--- config.mk ---
export PLATFORM = sky130hd
export DESIGN_NAME = io_bus_responder
export DESIGN_NICKNAME = d
export VERILOG_FILES = /design/src/rtl/io_bus_responder.sv
export SDC_FILE = /design/constraint.sdc
export NUM_CORES = 1
export LEC_CHECK = 0
export CORE_ASPECT_RATIO = 1.2
export CORE_MARGIN = 2
export CORE_UTILIZATION = 47
export CTS_CLUSTER_SIZE = 40
export DETAILED_ROUTE_END_ITERATION = 8
export PLACE_DENSITY = 0.87
export SLEW_MARGIN = 5
export SYNTH_ARGS = -nofsm -noshare
export SYNTH_HDL_FRONTEND = slang
export SYNTH_SLANG_ARGS = --single-unit
--- constraint.sdc ---
create_clock -name clk -period 3.2 [get_ports clk]
set_clock_uncertainty 0.05 [all_clocks]
set_input_delay 0.64 -clock clk [delete_from_list [all_inputs] [get_ports clk]]
set_output_delay 0.64 -clock clk [all_outputs]
set_load 0.01 [all_outputs]
--- src/rtl/io_bus_responder.sv ---
// IO bus responder: decodes CPU IO bus, holds LED/segment registers, returns switch/button input (optional IO_CYCLE_CNT_EN adds cycle counter at 0x18).
// Latency: writes visible one cycle after the write edge; io_din is combinational from io_addr; button press -> in_valid in DEBOUNCE_CYC+3 cycles.
// Backpressure: segment writes while out_ready=0 are dropped and flagged in out_drop; presses while in_valid=1 are dropped and flagged in in_ovf.
module io_bus_responder #(
    parameter int DEBOUNCE_CYC = 16,
    parameter int DISP_HOLD    = 8
) (
    input  logic        clk,
    input  logic        rst_n,
    input  logic [7:0]  io_addr,
    input  logic [31:0] io_dout,
    input  logic        io_we,
    output logic [31:0] io_din,
    input  logic [15:0] sw,
    input  logic        btn,
    output logic [15:0] led,
    output logic [31:0] seg_data
);

    localparam int DB_W   = $clog2(DEBOUNCE_CYC + 1);
    localparam int HOLD_W = $clog2(DISP_HOLD + 1);

    localparam logic [7:0] ADDR_LED      = 8'h00;
    localparam logic [7:0] ADDR_STAT_OUT = 8'h04;
    localparam logic [7:0] ADDR_SEG      = 8'h08;
    localparam logic [7:0] ADDR_STAT_IN  = 8'h0C;
    localparam logic [7:0] ADDR_IN_DATA  = 8'h10;
    localparam logic [7:0] ADDR_SW       = 8'h14;
    localparam logic [7:0] ADDR_CYC      = 8'h18;

    logic              out_ready;
    logic              out_drop;
    logic [HOLD_W-1:0] hold_cnt;

    logic              in_valid;
    logic              in_ovf;
    logic [15:0]       in_data;

    logic              btn_s1;
    logic              btn_s2;
    logic [DB_W-1:0]   db_cnt;
    logic              db_lvl;
    logic              db_lvl_q;
    logic              press;

    logic              wr_led;
    logic              wr_stat_out;
    logic              wr_seg;
    logic              wr_stat_in;

    assign wr_led      = io_we && (io_addr == ADDR_LED);
    assign wr_stat_out = io_we && (io_addr == ADDR_STAT_OUT);
    assign wr_seg      = io_we && (io_addr == ADDR_SEG);
    assign wr_stat_in  = io_we && (io_addr == ADDR_STAT_IN);

    // Press is the rising edge of the debounced level, exactly one cycle wide.
    assign press = db_lvl & ~db_lvl_q;

    // LED register.
    always_ff @(posedge clk or negedge rst_n) begin
        if (!rst_n) begin
            led <= '0;
        end else if (wr_led) begin
            led <= io_dout[15:0];
        end
    end

    // Segment register with display hold timer; writes during the hold are dropped and flagged.
    always_ff @(posedge clk or negedge rst_n) begin
        if (!rst_n) begin
            seg_data  <= '0;
            out_ready <= 1'b1;
            out_drop  <= 1'b0;
            hold_cnt  <= '0;
        end else begin
            if (hold_cnt != '0) begin
                hold_cnt <= hold_cnt - HOLD_W'(1);
                if (hold_cnt == HOLD_W'(1)) begin
                    out_ready <= 1'b1;
                end
            end
            // out_ready=1 implies hold_cnt=0, so an accepted write never races the expiry above.
            if (wr_seg) begin
                if (out_ready) begin
                    seg_data  <= io_dout;
                    out_ready <= 1'b0;
                    hold_cnt  <= HOLD_W'(DISP_HOLD);
                end else begin
                    out_drop  <= 1'b1;
                end
            end else if (wr_stat_out) begin
                out_drop <= 1'b0;
            end
        end
    end

    // Two-flop synchronizer for the asynchronous button.
    always_ff @(posedge clk or negedge rst_n) begin
        if (!rst_n) begin
            btn_s1 <= 1'b0;
            btn_s2 <= 1'b0;
        end else begin
            btn_s1 <= btn;
            btn_s2 <= btn_s1;
        end
    end

    // Debounce: flip the level after DEBOUNCE_CYC consecutive mismatching cycles; any match restarts the count.
    always_ff @(posedge clk or negedge rst_n) begin
        if (!rst_n) begin
            db_cnt   <= '0;
            db_lvl   <= 1'b0;
            db_lvl_q <= 1'b0;
        end else begin
            db_lvl_q <= db_lvl;
            if (btn_s2 != db_lvl) begin
                if (db_cnt == DB_W'(DEBOUNCE_CYC - 1)) begin
                    db_lvl <= btn_s2;
                    db_cnt <= '0;
                end else begin
                    db_cnt <= db_cnt + DB_W'(1);
                end
            end else begin
                db_cnt <= '0;
            end
        end
    end

    // Input capture: a status clear on the same edge takes effect before the press is applied.
    always_ff @(posedge clk or negedge rst_n) begin
        if (!rst_n) begin
            in_valid <= 1'b0;
            in_ovf   <= 1'b0;
            in_data  <= '0;
        end else begin
            if (press) begin
                if (in_valid && !wr_stat_in) begin
                    in_ovf <= 1'b1;
                end else begin
                    in_valid <= 1'b1;
                    in_data  <= sw;
                    in_ovf   <= 1'b0;
                end
            end else if (wr_stat_in) begin
                in_valid <= 1'b0;
                in_ovf   <= 1'b0;
            end
        end
    end

`ifdef IO_CYCLE_CNT_EN
    logic [31:0] cyc_cnt;

    // Free-running cycle counter; a write to its address restarts it from zero.
    always_ff @(posedge clk or negedge rst_n) begin
        if (!rst_n) begin
            cyc_cnt <= '0;
        end else if (io_we && (io_addr == ADDR_CYC)) begin
            cyc_cnt <= '0;
        end else begin
            cyc_cnt <= cyc_cnt + 32'd1;
        end
    end
`endif

    // Read mux, combinational from the address; unmapped addresses read zero.
    always_comb begin
        io_din = '0;
        case (io_addr)
            ADDR_LED:      io_din = {16'b0, led};
            ADDR_STAT_OUT: io_din = {30'b0, out_drop, out_ready};
            ADDR_SEG:      io_din = seg_data;
            ADDR_STAT_IN:  io_din = {30'b0, in_ovf, in_valid};
            ADDR_IN_DATA:  io_din = {16'b0, in_data};
            ADDR_SW:       io_din = {16'b0, sw};
`ifdef IO_CYCLE_CNT_EN
            ADDR_CYC:      io_din = cyc_cnt;
`endif
            default:       io_din = '0;
        endcase
    end

endmodule

==> flow_metrics.py <==
metrics = {
    "run_status": {
        "outcome": "completed",
    },
    "floorplan": {
        "die-area_um2": 10100,
        "num_io_pins": 140,
        "fp.dieW_um": 92.1,
        "die_y_um": 110,
        "start_util_pct": 48.5,
        "coreArea_um2": 9030,
        "num_rows": 38,
    },
    "placed_design": {
        "hpwl_um": 8920,
        "dpl_cell_area_um2": 6050,
        "io_buffers": 139,
        "gp_congestion": 0.826,
        "dp.cells": 643,
    },
    "timing": {
        "fin_crit_ns": 3.13,
        "final_max_slew_viol_count": 0,
        "hold_viol_final": 0,
        "setup_viol": 0,
        "max_clock_freq_mhz": 319,
        "post-route-period-util_pct": 97.9,
        "tightest_slew_ns": 1.04,
        "whs_ns": 0.337,
        "rsz0062_at_grt": "no",
        "relSlewSlack_pct": 30.9,
    },
    "yosys": {
        "synth_most_common_cell": "dfrtp_1",
        "mappedNetlistArea_um2": 4380,
        "syn-num-nets": 452,
        "yosys-top-cells-count": "80 x dfrtp_1, 49 x mux2_2, 34 x and2_1",
        "netlist_instances": 388,
        "synthXorXnorAreaFrac_pct": 0.800,
        "synth_top_family_by_area": "simple AND/OR/NAND/NOR gates",
        "synthAdderAreaFrac_pct": 1.14,
        "seq_area_frac_synth_pct": 46.3,
        "synth-seq-cells": 81,
        "synth_simple_gate_area_share_pct": 20.5,
        "ys.flop_type": "dfrtp_1",
        "synth_warnings": 0,
        "synth_compound_area_share_pct": 9.66,
        "synth-edff-count": 0,
        "synth_top_cell_by_area": "dfrtp_1",
        "synthTopCellsByArea": "dfrtp_1 46%, mux2_2 13%, and2_1 4.9%",
        "ys_types": 45,
        "avgSynthCellArea_um2": 11.3,
        "ys_async_sr_fraction_pct": 100,
        "synthMuxAreaShare_pct": 17.7,
        "yosysTopAreaCellShare_pct": 45.7,
    },
    "grt": {
        "grt_overflow": 0,
        "grt_max_degree": 82,
        "grt_antenna_before_repair": 0,
        "track_usage_pct": 27.2,
        "grt_pass1_vias": 4126,
        "grt_pass1_wl_um": 21500,
    },
    "worst_setup_path": {
        "worstPathCellList": "clkdlybuf4s50_1 > or2_2 > nor4_4 > buf_6 > buf_4 > a221o_1 > dlygate4sd2_1",
        "cpPeakStageDelay_ns": 0.45,
        "r2r_start": "db_lvl",
        "path_depth": 7,
        "ff2ff_setup_slack_ns": 1.01,
        "path_delay_family": "buffers and inverters",
        "critPathArrivalTime_ns": 2.44,
        "end_kind": "output port",
        "r2r_cells": 3,
        "crit_path_start_kind": "input pin",
        "cp.required_ns": 2.51,
        "worst_path_max_delay_cell": "clkdlybuf4s50_1",
        "criticalPathCategory": "input pin to output port",
        "rr_endpoint": "in_data[13]",
        "crit_fanout": 6,
        "critPathBufInv": 4,
    },
    "route": {
        "drc_errors": 0,
        "drt_pass1_iterations": 6,
        "drt_iter0_drc": 438,
        "drt-vias-per-instance": 6.14,
        "dr_total_vias": 4070,
        "drtAntennaViolNets": 0,
        "routed_wl_um": 13400,
        "wl_per_cell_um": 20.2,
    },
    "clock_tree": {
        "holdBufCountCts": 0,
        "clkLatencyLatePin_ns": 0.36,
        "cts-root-buf": "clkbuf_8",
        "cts.htree.levels": 3,
        "cts_sinks": 81,
        "path_clk_slew_ns": 0.08,
        "cts_buffers": 9,
        "cts_tree": "built",
        "cts.path.max_buffers": 2,
    },
    "power_and_ir_drop": {
        "pwr_density_cell_nw_per_um2": 376,
        "worst_ir_drop_vdd_v": 0.000245,
        "p_total_uw": 2380,
        "cellLeakagePower_uw": 0.00276,
    },
    "hold_path": {
        "whs_path_depth": 0,
        "hold_start": "btn_s1",
        "hold_path_class": "register to register",
        "hold_end": "btn_s2",
    },
    "finish": {
        "drive_above_1_share_pct": 21.9,
        "antenna_cells": 0,
        "fin_cells": 663,
        "post-route-util_pct": 69.9,
        "nNetsFinal": 602,
        "syn2layout_area_growth_pct": 44.2,
        "fin_area_um2": 6320,
    },
    "run": {
        "maxCapViolCount": 0,
    },
}
-- worst max-delay path by stage --
| stage | from | endpoint | slack (ns) |
|---|---|---|---|
| finish | io_addr[6] | io_din[2] | 0.07 |
| global route | io_addr[6] | io_din[2] | 0.02 |
| CTS | io_addr[0] | io_din[1] | 0.007 |
| detailed placement | io_addr[5] | io_din[5] | -0.27 |
| global placement | io_addr[5] | io_din[2] | -0.24 |
| floorplan | io_addr[5] | io_din[10] | 0.44 |
-- cell families (layout without fill, tap and decap cells) --
| group | Yosys count | count (layout) |
|---|---|---|
| AOI/OAI and AO/OA | 56 | 56 |
| xor gates and xnor gates | 4 | 4 |
| adders and majority gates | 4 | 4 |
| buffers and inverters | 37 | 192 |
| DFF | 81 | 81 |
| muxes | 69 | 69 |
| and+or+nand+nor | 137 | 137 |
-- worst register-to-register path: cells and delay by family, from the launching register on --
family / cells / cell delay (ns)
flip-flops: 1 / 0.73
AND/OR/NAND/NOR: 2 / 0.73
AO/OA/AOI/OAI: 1 / 0.54
-- metrics by stage --
| stage | TNS [ns] | setup WS (ns) |
|---|---|---|
| after floorplan | 0 | 0.440 |
| after global placement | -4.71 | -0.235 |
| after detailed placement | -5.93 | -0.266 |
| after CTS | 0 | 0.00682 |
| after global routing | 0 | 0.0166 |
| final | 0 | 0.0680 |
-- registers in the layout (all words and copies together) (netlist names) --
register and flops:
seg_data 32, btn_s2 1, btn_s1 1, db_lvl_q 1, in_data 16, out_drop 1
db_lvl 1, out_ready 1, in_ovf 1, led 16, hold_cnt 4, in_valid 1
db_cnt 5
-- repair_timing --
action / CTS / global route
endpoints found under the hold margin: 0 / 0
pin swaps: 3 / 0
gates resized for setup: 44 / 9
setup endpoints to repair: 32 / 4
buffers inserted: 3 / 0
cloned: 1 / 0
-- cells in the final DEF, fill, tap and decap left out, drive strengths merged, types with 10 or more instances in the layout --
master	netlist	layout
a221o	14	14
a221oi	16	16
and2	34	34
buf	9	34
clkbuf	24	12
clkdlybuf4s50	0	105
dfrtp	80	80
dlygate4sd2	0	30
mux2	49	49
mux2i	18	18
nand3	19	19
nand4	17	17
nor2	10	10
nor3	19	19
nor4bb	16	16
o21ai	21	21
-- cell type report --
| cell class | count | area, um2 |
|---|---|---|
| fillers | 671 | 2720 |
| multi-input cells | 270 | 2260 |
| clock inverters | 5 | 55.1 |
| clock buffers | 11 | 141 |
| repair buffers | 172 | 1670 |
| inverters | 4 | 15.0 |
| flip-flops and latches | 81 | 2030 |
| well taps | 120 | 150 |
-- power breakdown --
group	total, uW	switching [uW]	internal (uW)
sequential	1140	53.5	1090
clock	758	379	379
combinational	478	225	252
-- routing by layer --
| metal | wire [um] | part of all wire, % | GRT usage (%) | vias to the layer above |
|---|---|---|---|---|
| met3 | 832 | 6.2 | 3.36 | 44 |
| met5 | 0 | 0 | 0 | - |
| met1 | 5160 | 39 | 33.8 | 2051 |
| li1 | - | - | - | 1773 |
| met4 | 545 | 4.1 | 13.8 | 0 |
| met2 | 6850 | 51 | 46.8 | 202 |
(Power assumes the default switching activity.)
